File: src/rtl/mem_lsu_pkg.sv
// Shared core definitions for the load/store unit: memory op codes, access sizes,
// FSM states and the constants driven on idle write-back ports.
package mem_lsu_pkg;

  typedef enum logic [3:0] {
    MEM_NOP = 4'h0,
    MEM_LB  = 4'h1,
    MEM_LBU = 4'h2,
    MEM_LH  = 4'h3,
    MEM_LHU = 4'h4,
    MEM_LW  = 4'h5,
    MEM_SB  = 4'h6,
    MEM_SH  = 4'h7,
    MEM_SW  = 4'h8
  } mem_op_e;

  typedef enum logic [1:0] {SZ_B, SZ_H, SZ_W} mem_size_e;

  typedef enum logic [1:0] {ST_IDLE, ST_BUSY, ST_DONE} lsu_state_e;

  localparam logic [4:0]  NOP_REG   = 5'd0;
  localparam logic [31:0] ZERO_WORD = 32'h0;

  // Unlisted codes collapse to NOP so downstream decode only sees legal ops.
  function automatic mem_op_e decode_op(input logic [3:0] code);
    case (code)
      MEM_LB, MEM_LBU, MEM_LH, MEM_LHU, MEM_LW,
      MEM_SB, MEM_SH, MEM_SW: decode_op = mem_op_e'(code);
      default:                decode_op = MEM_NOP;
    endcase
  endfunction

  function automatic mem_size_e op_size(input mem_op_e op);
    case (op)
      MEM_LB, MEM_LBU, MEM_SB: op_size = SZ_B;
      MEM_LH, MEM_LHU, MEM_SH: op_size = SZ_H;
      default:                 op_size = SZ_W;
    endcase
  endfunction

  function automatic logic op_is_store(input mem_op_e op);
    op_is_store = (op == MEM_SB) || (op == MEM_SH) || (op == MEM_SW);
  endfunction

endpackage

File: src/rtl/mem_lsu_load_align.sv
// Big-endian lane select for loads: offset 0 is the most significant byte,
// then sign or zero extension to the full data width.
module load_align
  import mem_lsu_pkg::*;
#(
  parameter int DATA_W = 32
) (
  input  mem_op_e                         op_i,
  input  logic [$clog2(DATA_W/8)-1:0]     off_i,
  input  logic [DATA_W-1:0]               rdata_i,
  output logic [DATA_W-1:0]               data_o
);

  localparam int NB = DATA_W / 8;

  logic [7:0]  byte_v;
  logic [15:0] half_v;

  always_comb begin
    byte_v = 8'(rdata_i >> (8 * (NB - 1 - int'(off_i))));
    half_v = 16'(rdata_i >> (8 * (NB - 2 - int'(off_i))));
    case (op_i)
      MEM_LB:  data_o = {{(DATA_W-8){byte_v[7]}}, byte_v};
      MEM_LBU: data_o = {{(DATA_W-8){1'b0}}, byte_v};
      MEM_LH:  data_o = {{(DATA_W-16){half_v[15]}}, half_v};
      MEM_LHU: data_o = {{(DATA_W-16){1'b0}}, half_v};
      default: data_o = rdata_i;
    endcase
  end

endmodule

File: src/rtl/mem_lsu.sv
// Memory stage: passes ALU results through, or runs one bus transaction per load/store.
// state | meaning: IDLE - pass-through / accept op; BUSY - bus request held; DONE - write-back or bus error exit
module mem_lsu
  import mem_lsu_pkg::*;
#(
  parameter int DATA_W     = 32,
  parameter int ADDR_W     = 32,
  parameter int REG_ADDR_W = 5,
  parameter int TIMEOUT    = 16
) (
  input  logic                  clk,
  input  logic                  rst,
  input  logic [REG_ADDR_W-1:0] wd_i,
  input  logic                  wreg_i,
  input  logic [DATA_W-1:0]     wdata_i,
  input  logic [3:0]            mem_op_i,
  input  logic [ADDR_W-1:0]     mem_addr_i,
  input  logic [DATA_W-1:0]     store_data_i,
  output logic [REG_ADDR_W-1:0] wd_o,
  output logic                  wreg_o,
  output logic [DATA_W-1:0]     wdata_o,
  output logic                  stallreq_o,
  output logic                  bus_req_o,
  output logic                  bus_we_o,
  output logic [ADDR_W-1:0]     bus_addr_o,
  output logic [DATA_W/8-1:0]   bus_sel_o,
  output logic [DATA_W-1:0]     bus_wdata_o,
  input  logic                  bus_ack_i,
  input  logic [DATA_W-1:0]     bus_rdata_i,
  output logic                  align_err_o,
  output logic                  bus_err_o
);

  localparam int NB    = DATA_W / 8;
  localparam int OFF_W = $clog2(NB);
  localparam int CNT_W = $clog2(TIMEOUT + 1);

  lsu_state_e        state_q, state_d;
  mem_op_e           op_q, op_d, op_v;
  mem_size_e         size_v;
  logic [ADDR_W-1:0] addr_q, addr_d;
  logic [NB-1:0]     sel_q, sel_d, sel_v;
  logic [DATA_W-1:0] swdata_q, swdata_d, swdata_v;
  logic [DATA_W-1:0] rdata_q, rdata_d, load_data;
  logic              we_q, we_d, err_q, err_d;
  logic [CNT_W-1:0]  cnt_q, cnt_d;
  logic [OFF_W-1:0]  off_v;
  logic              is_mem_v, misalign_v, busy;

  always_comb begin
    op_v       = decode_op(mem_op_i);
    size_v     = op_size(op_v);
    off_v      = mem_addr_i[OFF_W-1:0];
    is_mem_v   = (op_v != MEM_NOP);
    misalign_v = is_mem_v && (((size_v == SZ_H) && off_v[0]) ||
                              ((size_v == SZ_W) && (off_v != '0)));
    case (size_v)
      SZ_B: begin
        sel_v    = NB'(1) << (NB - 1 - int'(off_v));
        swdata_v = {NB{store_data_i[7:0]}};
      end
      SZ_H: begin
        sel_v    = NB'(3) << (NB - 2 - int'(off_v));
        swdata_v = {(NB/2){store_data_i[15:0]}};
      end
      default: begin
        sel_v    = '1;
        swdata_v = store_data_i;
      end
    endcase
  end

  load_align #(.DATA_W(DATA_W)) u_load_align (
    .op_i    (op_q),
    .off_i   (addr_q[OFF_W-1:0]),
    .rdata_i (rdata_q),
    .data_o  (load_data)
  );

  always_comb begin
    state_d     = state_q;
    op_d        = op_q;
    addr_d      = addr_q;
    sel_d       = sel_q;
    swdata_d    = swdata_q;
    we_d        = we_q;
    rdata_d     = rdata_q;
    cnt_d       = cnt_q;
    err_d       = err_q;
    wd_o        = wd_i;
    wreg_o      = wreg_i;
    wdata_o     = wdata_i;
    stallreq_o  = 1'b0;
    align_err_o = 1'b0;
    bus_err_o   = 1'b0;

    case (state_q)
      ST_IDLE: begin
        if (misalign_v) begin
          align_err_o = 1'b1;
          wreg_o      = 1'b0;
        end else if (is_mem_v) begin
          stallreq_o = 1'b1;
          wreg_o     = 1'b0;
          op_d       = op_v;
          addr_d     = mem_addr_i;
          sel_d      = sel_v;
          swdata_d   = swdata_v;
          we_d       = op_is_store(op_v);
          cnt_d      = '0;
          err_d      = 1'b0;
          state_d    = ST_BUSY;
        end
      end
      ST_BUSY: begin
        stallreq_o = 1'b1;
        wreg_o     = 1'b0;
        cnt_d      = cnt_q + CNT_W'(1);
        // An ack on the final permitted cycle still wins over the timeout.
        if (bus_ack_i) begin
          rdata_d = bus_rdata_i;
          state_d = ST_DONE;
        end else if (cnt_q == CNT_W'(TIMEOUT - 1)) begin
          err_d   = 1'b1;
          state_d = ST_DONE;
        end
      end
      ST_DONE: begin
        state_d = ST_IDLE;
        if (err_q) begin
          bus_err_o = 1'b1;
          wreg_o    = 1'b0;
        end else if (we_q) begin
          wreg_o = 1'b0;
        end else begin
          wdata_o = load_data;
        end
      end
      default: state_d = ST_IDLE;
    endcase

    if (rst) begin
      wd_o        = REG_ADDR_W'(NOP_REG);
      wreg_o      = 1'b0;
      wdata_o     = DATA_W'(ZERO_WORD);
      stallreq_o  = 1'b0;
      align_err_o = 1'b0;
      bus_err_o   = 1'b0;
    end
  end

  assign busy        = (state_q == ST_BUSY) && !rst;
  assign bus_req_o   = busy;
  assign bus_we_o    = busy && we_q;
  assign bus_sel_o   = busy ? sel_q : '0;
  assign bus_addr_o  = addr_q;
  assign bus_wdata_o = swdata_q;

  always_ff @(posedge clk) begin
    if (rst) begin
      state_q  <= ST_IDLE;
      op_q     <= MEM_NOP;
      addr_q   <= '0;
      sel_q    <= '0;
      swdata_q <= '0;
      we_q     <= 1'b0;
      rdata_q  <= '0;
      cnt_q    <= '0;
      err_q    <= 1'b0;
    end else begin
      state_q  <= state_d;
      op_q     <= op_d;
      addr_q   <= addr_d;
      sel_q    <= sel_d;
      swdata_q <= swdata_d;
      we_q     <= we_d;
      rdata_q  <= rdata_d;
      cnt_q    <= cnt_d;
      err_q    <= err_d;
    end
  end

endmodule

File: config.mk
export PLATFORM = sky130hd
export DESIGN_NAME = mem_lsu
export DESIGN_NICKNAME = d
export VERILOG_FILES = /design/src/rtl/mem_lsu_pkg.sv /design/src/rtl/mem_lsu_load_align.sv /design/src/rtl/mem_lsu.sv
export SDC_FILE = /design/constraint.sdc
export NUM_CORES = 1
export LEC_CHECK = 0
export BUFFER_PORTS_ARGS = -buffer_cell sky130_fd_sc_hd__buf_2
export CORE_UTILIZATION = 40
export DETAILED_ROUTE_END_ITERATION = 7
export GPL_ROUTABILITY_DRIVEN = 0
export GPL_TIMING_DRIVEN = 0
export PLACE_DENSITY = 0.69
export SETUP_SLACK_MARGIN = 0.1
export SLEW_MARGIN = 0
export SYNTH_ARGS = -nofsm -noshare
export SYNTH_HDL_FRONTEND = slang
export SYNTH_HIERARCHICAL = 1
export SYNTH_SLANG_ARGS = --single-unit
File: constraint.sdc
create_clock -name clk -period 1.9 [get_ports clk]
set_input_delay 0.19 -clock clk [delete_from_list [all_inputs] [get_ports clk]]
set_output_delay 0.19 -clock clk [all_outputs]
set_load 0.01 [all_outputs]
==> impl_metrics.env, run 1 <==
export IMPL_cpPeakStageDelay_ns=0.45
export IMPL_setup_viol=34
export IMPL_ys_flop_type="dfxtp_1"
export IMPL_synthDistinctLibCells=61
export IMPL_required_ns=1.71
export IMPL_dp_hpwl_mm=18.4
export IMPL_violations="negative setup slack"
export IMPL_r2r_end="op_q[3]"
export IMPL_arrival_ns=2.42
export IMPL_p_leak_nw=4.43
export IMPL_rr_startpoint="state_q[1]"
export IMPL_wl_per_cell_um=17.7
export IMPL_grt_overflow_total=0
export IMPL_grt_start_max_net_pins=17
export IMPL_critical_path_top_delay_family="compound AO/OA/AOI/OAI gates"
export IMPL_drive_above_1_share_pct=44.6
export IMPL_hold_start="mem_addr_i[18]"
export IMPL_timing_final_crit_share_pct=138
export IMPL_syn_area_sq_um=7090
export IMPL_grt_antenna_before_repair=0
export IMPL_ys_seq_elements=113
export IMPL_slew_headroom_pct=51.2
export IMPL_final_cell_area_sq_um=10200
export IMPL_skew_ns=0.0165
export IMPL_netlist_top_cells_area="dfxtp_1 (32%), a21oi_1 (9.7%), nand2_1 (7.3%), a211oi_2 (4.6%), mux2i_1 (3.8%)"
export IMPL_maxSlewViolCount=0
export IMPL_drtPass1Iterations=5
export IMPL_endpoint_kind="output port"
export IMPL_fin_cells=1428
export IMPL_worstSkewPairLatency_ns=0.43
export IMPL_ff2ff_path_depth=7
export IMPL_min_path_type="in -> reg"
export IMPL_dp_cells=1354
export IMPL_final_hold_violation_count=0
export IMPL_diodes=0
export IMPL_clk_pin_slew_ns=0.06
export IMPL_path_class="reg -> out"
export IMPL_min_period_ns=2.61
export IMPL_n_fill_cell=1591
export IMPL_vias_per_cell=5.53
export IMPL_yosysSeqAreaShare_pct=31.9
export IMPL_htree_levels=4
export IMPL_path_common_cell="buf_6"
export IMPL_fin_ws_ns=-0.715
export IMPL_yosysTopAreaCell="dfxtp_1"
export IMPL_cts_tree="built"
export IMPL_fmax_ghz=0.382
export IMPL_path_buf_inv=3
export IMPL_synth_edf_count=0
export IMPL_slowest_stage="a2111o_1"
export IMPL_clk_path_buf_depth=2
export IMPL_grt_pass1_wl_mm=37.8
export IMPL_worstMarginPinSlew_ns=0.730
export IMPL_max_vdd_ir_drop_uv=557
export IMPL_grt_use_total_pct=26.8
export IMPL_synth_nets=1029
export IMPL_status="finished, violations left"
export IMPL_start_util_pct=41.0
export IMPL_fp_dieW_um=135
export IMPL_maxCapViolCount=0
export IMPL_fp_row_count=48
export IMPL_io_pins=252
export IMPL_cp_start_kind="flop"
export IMPL_whs_path_depth=3
export IMPL_portBuffers=251
export IMPL_die_h_um=135
export IMPL_core_area_sq_um=17300
export IMPL_postRouteWirelength_mm=25.2
export IMPL_power_density_nw_per_um2=782
export IMPL_min_to="bus_addr_o[18]"
export IMPL_grt_pass1_vias=7282
export IMPL_yosysWarnings=6
export IMPL_syn_to_final_growth_pct=43.3
export IMPL_drtAntennaViolNets=0
export IMPL_drtIter0Drc=506
export IMPL_vias=7903
export IMPL_cts_buffers=17
export IMPL_mostFrequentLayoutCell="buf_2"
export IMPL_crit_fanout=7
export IMPL_synthArstFlopShare_pct=0
export IMPL_rsz0062_at_grt="true"
export IMPL_fin_util_pct=58.8
export IMPL_cts_sinks=113
export IMPL_yosys_area_top_type_share_pct=31.9
export IMPL_synth_area_per_cell_sq_um=8.08
export IMPL_crit_chain="ha_4 > buf_6 > mux2i_2 > a2111o_1 > buf_6 > o211ai_1 > nand2_1 > a21oi_2 > buf_2"
export IMPL_final_cell_mix="buf_2 (253), nand2_1 (137), a21oi_1 (108)"
export IMPL_netlist_instances=878
export IMPL_route_detailed_drc=0
export IMPL_cts_root_buffer="clkbuf_16"
export IMPL_placed_area_sq_um=8800
export IMPL_die_area_sq_um=18300
export IMPL_ff2ff_setup_slack_ns=0.20
export IMPL_nNetsFinal=1341
-- kinds of logic after synthesis --
family	count (synthesis)	share of synthesized area, %
AO/OA/AOI/OAI	323	31.5
adder cells (fa/ha/maj)	10	1.76
multiplexers	46	8.41
XOR/XNOR	3	0.371
flip-flops	113	31.9
buffers and inverters	113	8.04
AND/OR/NAND/NOR	270	18.1
-- layer usage --
layer  vias up  track usage [%]  wire length, um
met5         -                0                0
met1      3648             31.2            10000
li1       3811                -                -
met3        44             5.20             1930
met4         0             11.4              697
met2       400             47.4            12600
-- metrics by stage --
stage | hold slack (ns) | power, mW | setup TNS [ns] | setup slack (ns)
after detailed placement | 0.438 | 4.47 | -32.90 | -0.404
final | 0.00621 | 7.95 | -21.49 | -0.715
after global placement | 0.433 | 4.45 | -31.57 | -0.450
after floorplan | 0.326 | 3.83 | -0.661 | -0.0793
after CTS | 0.00144 | 7.89 | -21.48 | -0.711
after global routing | 0.0138 | 8.26 | -24.14 | -0.799
-- registers in the layout (all words and copies together) (netlist names) --
signal,flops
sel_q,4
bus_addr_o,32
we_q,1
cnt_q,5
op_q,4
rdata_q,32
state_q,2
err_q,1
bus_wdata_o,32
-- worst min-delay path, delay by kind of cell --
kind	cells	cell delay (ns)
AOI/OAI and AO/OA	1	0.05
and+or+nand+nor	1	0.05
buffers and inverters	1	0.10
-- Yosys cell counts, drive strengths merged, types with 2 or more instances --
master and n:
mux2 9, o21ai 59, and2 6, o32a 2, o22ai 8, nand2b 3
ha 10, nor3 8, xor2 2, nor3b 4, or3 3, or3b 6
mux4 10, nand3 50, o211ai 16, nor4 2, nand2 138, and3 10
a22o 4, a22oi 12, nor2b 21, clkbuf 50, or2 3, a221o 17
a211oi 29, buf 36, inv 27, mux2i 27, nor2 13, a21o 2
a221oi 9, dfxtp 113, a21oi 158
-- worst max path at each step --
stage | start | endpoint | slack (ns) | cells past startpoint
after floorplan | bus_addr_o[0] | wdata_o[17] | -0.08 | 8
after global placement | state_q[1] | wdata_o[16] | -0.45 | 7
after detailed placement | rst | wdata_o[24] | -0.40 | 6
after CTS | bus_addr_o[0] | wdata_o[30] | -0.71 | 9
after global routing | bus_addr_o[0] | wdata_o[30] | -0.80 | 9
final | bus_addr_o[0] | wdata_o[30] | -0.71 | 9
-- layout make-up --
class	instances	area, sq um	area share, %
Multi-Input combinational cell	652	4550	44.8
Sequential cell	113	2280	22.4
Timing Repair Buffer	294	1710	16.8
Buffer	85	627	6.17
Clock buffer	19	453	4.46
Tap cell	225	282	2.77
Clock inverter	13	151	1.49
Inverter	27	111	1.10
-- repair_timing --
item | CTS | global route
cloned | 2 | 0
buffers inserted | 26 | 11
hold buffers | 4 | 0
gates resized for setup | 84 | 60
pin swaps | 27 | 19
hold endpoints to repair | 4 | 0
endpoints found under the setup margin | 145 | 121
-- power by group --
| part | total [mW] | internal (mW) | leakage (nW) | switching [mW] |
|---|---|---|---|---|
| Combinational | 2.03 | 0.906 | 3.20 | 1.13 |
| Sequential | 2.66 | 2.54 | 0.927 | 0.126 |
| Clock | 3.25 | 2.02 | 0.300 | 1.23 |
(Power assumes the default switching activity.)
==> run 2, diff against run 1 <==
--- a/config.mk
+++ b/config.mk
@@ -6,11 +6,11 @@
 export NUM_CORES = 1
 export LEC_CHECK = 0
 export BUFFER_PORTS_ARGS = -buffer_cell sky130_fd_sc_hd__buf_2
-export CORE_UTILIZATION = 40
+export CORE_UTILIZATION = 46
 export DETAILED_ROUTE_END_ITERATION = 7
 export GPL_ROUTABILITY_DRIVEN = 0
 export GPL_TIMING_DRIVEN = 0
-export PLACE_DENSITY = 0.69
+export PLACE_DENSITY = 0.78
 export SETUP_SLACK_MARGIN = 0.1
 export SLEW_MARGIN = 0
 export SYNTH_ARGS = -nofsm -noshare
==> run 2 against run 1 <==
Effect of this change:
- the flow still finishes with violations (negative setup slack)
- total power fell by 0.75%
- die area is 13% lower
- sequential power about the same
- clock power about the same
- sequential cell count did not move
- non-clock buffer count decreased by 15
- design area decreased by 2.6%
- critical path type unchanged
- largest cell class unchanged
==> impl_metrics.env, run 2 (synthesized netlist as in run 1, its figures left out) <==
export IMPL_slew_headroom_pct=52.0
export IMPL_ff2ff_setup_slack_ns=0.17
export IMPL_mostFrequentLayoutCell="buf_2"
export IMPL_fin_total_pwr_mw=7.89
export IMPL_io_pins=252
export IMPL_clk_path_buf_depth=2
export IMPL_core_area_sq_um=15100
export IMPL_highest_layer="met4"
export IMPL_cts_tree="built"
export IMPL_grt_overflow_total=0
export IMPL_placed_area_sq_um=8750
export IMPL_vias=8007
export IMPL_setup_worst_path_end="wdata_o[19]"
export IMPL_grt_use_total_pct=30.9
export IMPL_postRouteWirelength_mm=25.0
export IMPL_cp_start_kind="flop"
export IMPL_drtAntennaViolNets=0
export IMPL_cts_root_buffer="clkbuf_16"
export IMPL_final_hold_violation_count=0
export IMPL_rsz0062_at_grt="true"
export IMPL_power_density_nw_per_um2=797
export IMPL_crit_fanout=8
export IMPL_cp_startpoint="bus_addr_o[0]"
export IMPL_clk_pin_slew_ns=0.06
export IMPL_seq_area_sq_um=2280
export IMPL_r2r_end="bus_wdata_o[15]"
export IMPL_final_cell_mix="buf_2 (258), nand2_1 (136), a21oi_1 (108)"
export IMPL_status="finished, violations left"
export IMPL_htree_levels=4
export IMPL_fmax_ghz=0.375
export IMPL_required_ns=1.71
export IMPL_wl_met3_mm=2.06
export IMPL_worstSkewPairLatency_ns=0.42
export IMPL_endpoint_kind="output port"
export IMPL_syn_to_final_growth_pct=39.6
export IMPL_path_class="reg -> out"
export IMPL_grt_pass1_vias=7416
export IMPL_drtIter0Drc=588
export IMPL_final_cell_area_sq_um=9900
export IMPL_nNetsFinal=1326
export IMPL_multiInputGateArea_sq_um=4530
export IMPL_diodes=0
export IMPL_fin_ws_ns=-0.768
export IMPL_dp_hpwl_mm=17.8
export IMPL_worstMarginPinSlew_ns=0.720
export IMPL_grt_start_max_net_pins=17
export IMPL_setup_viol=34
export IMPL_drive_above_1_share_pct=43.4
export IMPL_wl_per_cell_um=18.2
export IMPL_grt_antenna_before_repair=0
export IMPL_p_leak_nw=4.30
export IMPL_cts_sinks=113
export IMPL_route_detailed_drc=0
export IMPL_arrival_ns=2.48
export IMPL_vias_per_cell=5.82
export IMPL_n_fill_cell=1266
export IMPL_fp_row_count=45
export IMPL_violations="negative setup slack"
export IMPL_cts_buffers=17
export IMPL_max_vdd_ir_drop_uv=631
export IMPL_grt_pass1_wl_mm=38.7
export IMPL_maxCapViolCount=0
export IMPL_timing_final_crit_share_pct=140
export IMPL_fin_cells=1376
export IMPL_start_util_pct=46.8
export IMPL_skew_ns=0.00614
export IMPL_wl_met2_mm=12.3
export IMPL_dp_cells=1317
export IMPL_fp_dieW_um=126
export IMPL_die_area_sq_um=15900
export IMPL_drt_met1_wl_mm=9.77
export IMPL_die_h_um=126
export IMPL_hold_start="bus_rdata_i[30]"
export IMPL_ff2ff_path_depth=7
export IMPL_min_path_type="in -> reg"
export IMPL_rr_startpoint="state_q[1]"
export IMPL_portBuffers=251
export IMPL_drtPass1Iterations=5
export IMPL_fin_util_pct=65.4
export IMPL_maxSlewViolCount=0
export IMPL_tns_ns=-21.61
export IMPL_min_period_ns=2.67
[run 2: cell types whose count changed in the layout (fill, tap and decap cells not counted), sizes merged]
cell         previous run  this run
clkbuf                 64        66
dlygate4sd3             4         2
inv                    31        29
buf                   330       315
clkinvlp                0         2
[run 2: power breakdown]
| group | total, mW | switching [mW] | internal, mW |
|---|---|---|---|
| sequential | 2.66 | 0.129 | 2.54 |
| clock | 3.24 | 1.22 | 2.03 |
| combinational | 1.98 | 1.12 | 0.856 |
| total | 7.89 | 2.47 | 5.42 |
[run 2: critical path, cell delays in order, from the launching register on]
cell,delay [ns]
dfxtp_4,0.37
ha_4,0.24
buf_8,0.13
mux2i_2,0.16
a2111o_1,0.52
buf_6,0.20
o211ai_2,0.05
nand2_1,0.08
a21oi_2,0.15
buf_2,0.15
[run 2: through the flow]
step / setup WS, ns / hold WS, ns
floorplan: -0.0793 / 0.326
global placement: -0.447 / 0.434
detailed placement: -0.436 / 0.438
CTS: -0.749 / 0.000535
global route: -0.837 / 0.00925
finish: -0.768 / 0.0110
[run 2: layout make-up]
| class | instances | share of cell area [%] |
|---|---|---|
| repair buffers | 279 | 15.4 |
| clock buffers | 19 | 4.59 |
| clock inverters | 13 | 1.54 |
| plain buffers | 85 | 6.23 |
| multi-input cells | 652 | 45.8 |
| well taps | 188 | 2.38 |
| flip-flops and latches | 113 | 23.0 |
| inverters | 27 | 1.12 |
[run 2: metal layers]
| metal | track usage (%) | vias to the layer above |
|---|---|---|
| met1 | 35.8 | 3699 |
| met3 | 6.88 | 70 |
| met2 | 54.3 | 462 |
| li1 | - | 3776 |
| met4 | 14.0 | 0 |
| met5 | 0 | - |
[run 2: worst min path at each step]
stage / endpoint / slack, ns / depth (start not counted)
floorplan: rdata_q[0] / 0.33 / 2
global placement: rdata_q[30] / 0.43 / 3
detailed placement: rdata_q[10] / 0.44 / 3
CTS: rdata_q[30] / 0.0005 / 3
global route: bus_addr_o[7] / 0.009 / 3
finish: rdata_q[30] / 0.01 / 3
[run 2: what timing repair did]
| action | in CTS | in global routing |
|---|---|---|
| setup endpoints to repair | 146 | 84 |
| hold endpoints to repair | 2 | 0 |
| cloned | 3 | 0 |
| hold buffers | 2 | 0 |
| pin swaps | 20 | 23 |
| buffers inserted | 10 | 13 |
| resized for setup | 76 | 30 |
==> run 3, diff against run 2 <==
--- a/config.mk
+++ b/config.mk
@@ -10,6 +10,7 @@
 export DETAILED_ROUTE_END_ITERATION = 7
 export GPL_ROUTABILITY_DRIVEN = 0
 export GPL_TIMING_DRIVEN = 0
+export HOLD_SLACK_MARGIN = 0.12
 export PLACE_DENSITY = 0.78
 export SETUP_SLACK_MARGIN = 0.1
 export SLEW_MARGIN = 0
==> run 3 against run 2 <==
Effect of this change:
- the flow still finishes with violations (negative setup slack)
- core utilization grew 4.5 points
- clock power barely moved
- sequential share of layout area down 1.5 points
- count of clock-buffer cells in the layout did not move
- via count up 5.4%
- sequential cell count stayed put
- critical path depth did not move
- clock skew increased by 0.0012 ns
- sequential power barely moved
- global-route usage is 3.0 points higher
- setup slack worse by 0.0099 ns
==> impl_metrics.env, run 3 (synthesized netlist as in run 1, its figures left out) <==
export IMPL_drtPass1Iterations=5
export IMPL_min_path_type="in -> reg"
export IMPL_postRouteWirelength_mm=27.5
export IMPL_cts_root_buffer="clkbuf_16"
export IMPL_start_util_pct=46.8
export IMPL_rsz0062_at_grt="true"
export IMPL_cp_start_kind="flop"
export IMPL_p_switching_mw=2.53
export IMPL_p_sw_share_pct=31.5
export IMPL_final_hold_violation_count=0
export IMPL_grt_start_max_net_pins=17
export IMPL_grt_antenna_before_repair=0
export IMPL_fp_row_count=45
export IMPL_grt_pass1_vias=8172
export IMPL_io_pins=252
export IMPL_route_detailed_drc=0
export IMPL_maxCapViolCount=0
export IMPL_required_ns=1.71
export IMPL_drive_above_1_share_pct=40.7
export IMPL_crit_fanout=8
export IMPL_power_density_nw_per_um2=760
export IMPL_grt_use_total_pct=33.9
export IMPL_drtIter0Drc=700
export IMPL_skew_ns=0.00731
export IMPL_power_frac_seq_pct=33.2
export IMPL_grt_pass1_wl_mm=42.5
export IMPL_comb_power_share_pct=26.3
export IMPL_final_cell_mix="buf_2 (259), nand2_1 (136), a21oi_1 (108)"
export IMPL_clk_pin_slew_ns=0.06
export IMPL_drtAntennaViolNets=0
export IMPL_dp_hpwl_mm=17.8
export IMPL_vias_per_cell=5.86
export IMPL_final_cell_area_sq_um=10600
export IMPL_dp_worst_setup_slack_ns=-0.436
export IMPL_die_area_sq_um=15900
export IMPL_p_int_mw=5.50
export IMPL_maxSlewViolCount=0
export IMPL_fin_ws_ns=-0.778
export IMPL_nNetsFinal=1390
export IMPL_placed_area_sq_um=8750
export IMPL_fmax_ghz=0.373
export IMPL_timing_final_crit_share_pct=141
export IMPL_mostFrequentLayoutCell="buf_2"
export IMPL_fp_dieW_um=126
export IMPL_p_leak_nw=4.57
export IMPL_worstSkewPairLatency_ns=0.42
export IMPL_path_class="reg -> out"
export IMPL_tns_ns=-21.85
export IMPL_die_h_um=126
export IMPL_wl_per_cell_um=19.1
export IMPL_diodes=0
export IMPL_portBuffers=251
export IMPL_htree_levels=4
export IMPL_max_vdd_ir_drop_uv=592
export IMPL_cts_tree="built"
export IMPL_core_area_sq_um=15100
export IMPL_grt_overflow_total=0
export IMPL_arrival_ns=2.49
export IMPL_vias=8439
export IMPL_slew_headroom_pct=49.7
export IMPL_status="finished, violations left"
export IMPL_cts_buffers=17
export IMPL_clk_path_buf_depth=2
export IMPL_setup_viol=34
export IMPL_violations="negative setup slack"
export IMPL_cts_sinks=113
export IMPL_min_period_ns=2.68
export IMPL_worstMarginPinSlew_ns=0.755
export IMPL_endpoint_kind="output port"
export IMPL_clockPowerShare_pct=40.5
export IMPL_holdWs_ns=0.152
export IMPL_syn_to_final_growth_pct=49.1
==> run 3: cell types whose count changed in the layout (fill, tap and decap cells not counted), sizes merged <==
cell / change
dlygate4sd3: +71
clkbuf: +1
buf: -8
==> run 3: power by group through the flow <==
| stage | logic (mW) | registers, mW | clock network [mW] |
|---|---|---|---|
| floorplan | 1.09 | 2.73 | 0 |
| global placement | 1.73 | 2.70 | 0 |
| detailed placement | 1.75 | 2.70 | 0 |
| CTS | 2.01 | 2.66 | 3.27 |
| global route | 2.25 | 2.68 | 3.39 |
| finish | 2.11 | 2.67 | 3.25 |
==> run 3: metrics by stage <==
stage / total power [mW] / instances / utilization, %
floorplan: 3.83 / 878 / -
global placement: 4.43 / 1317 / 57.8
detailed placement: 4.46 / 1317 / 57.8
CTS: 7.94 / 1435 / 69.1
global route: 8.32 / 1440 / 69.8
finish: 8.03 / 1440 / 69.8
==> run 3: final cells by class <==
cell class,instances,area [sq um]
tap,188,235
clock inverter,13,153
clock buffer,19,454
sequential,113,2280
multi-input combinational,652,4530
buffer,86,641
inverter,27,111
fill,1150,4570
timing repair buffer,342,2170
==> run 3: layer usage <==
metal | up-vias | part of all wire [%] | global-route usage [%]
met4 | 0 | 4.6 | 17.6
li1 | 3898 | - | -
met2 | 515 | 50 | 60.5
met5 | - | 0 | 0
met1 | 3925 | 37 | 37.7
met3 | 101 | 8.4 | 7.60
==> run 3: critical path, stage by stage (launching register included) <==
cell,delay [ns]
dfxtp_4,0.37
ha_4,0.24
buf_8,0.13
mux2i_2,0.16
a2111o_1,0.52
buf_6,0.20
o211ai_2,0.05
nand2_1,0.08
a21oi_2,0.15
buf_2,0.15
==> run 3: path summary, 6_finish.rpt <==
check	from	end	slack, ns	cells after the start
worst min register to register	bus_addr_o[7]	bus_addr_o[7]	0.48	2
worst max register to register	state_q[1]	bus_wdata_o[17]	0.12	6
worst min-delay path	store_data_i[16]	bus_wdata_o[16]	0.15	3
worst max-delay path	bus_addr_o[0]	wdata_o[19]	-0.78	9
==> run 3: what timing repair did <==
item	4_1_cts	5_1_grt
setup endpoints to repair	146	94
pin swaps	20	19
hold buffers	73	0
setup buffers	10	5
gates cloned	3	0
endpoints found under the hold margin	74	0
gates resized for setup	76	30
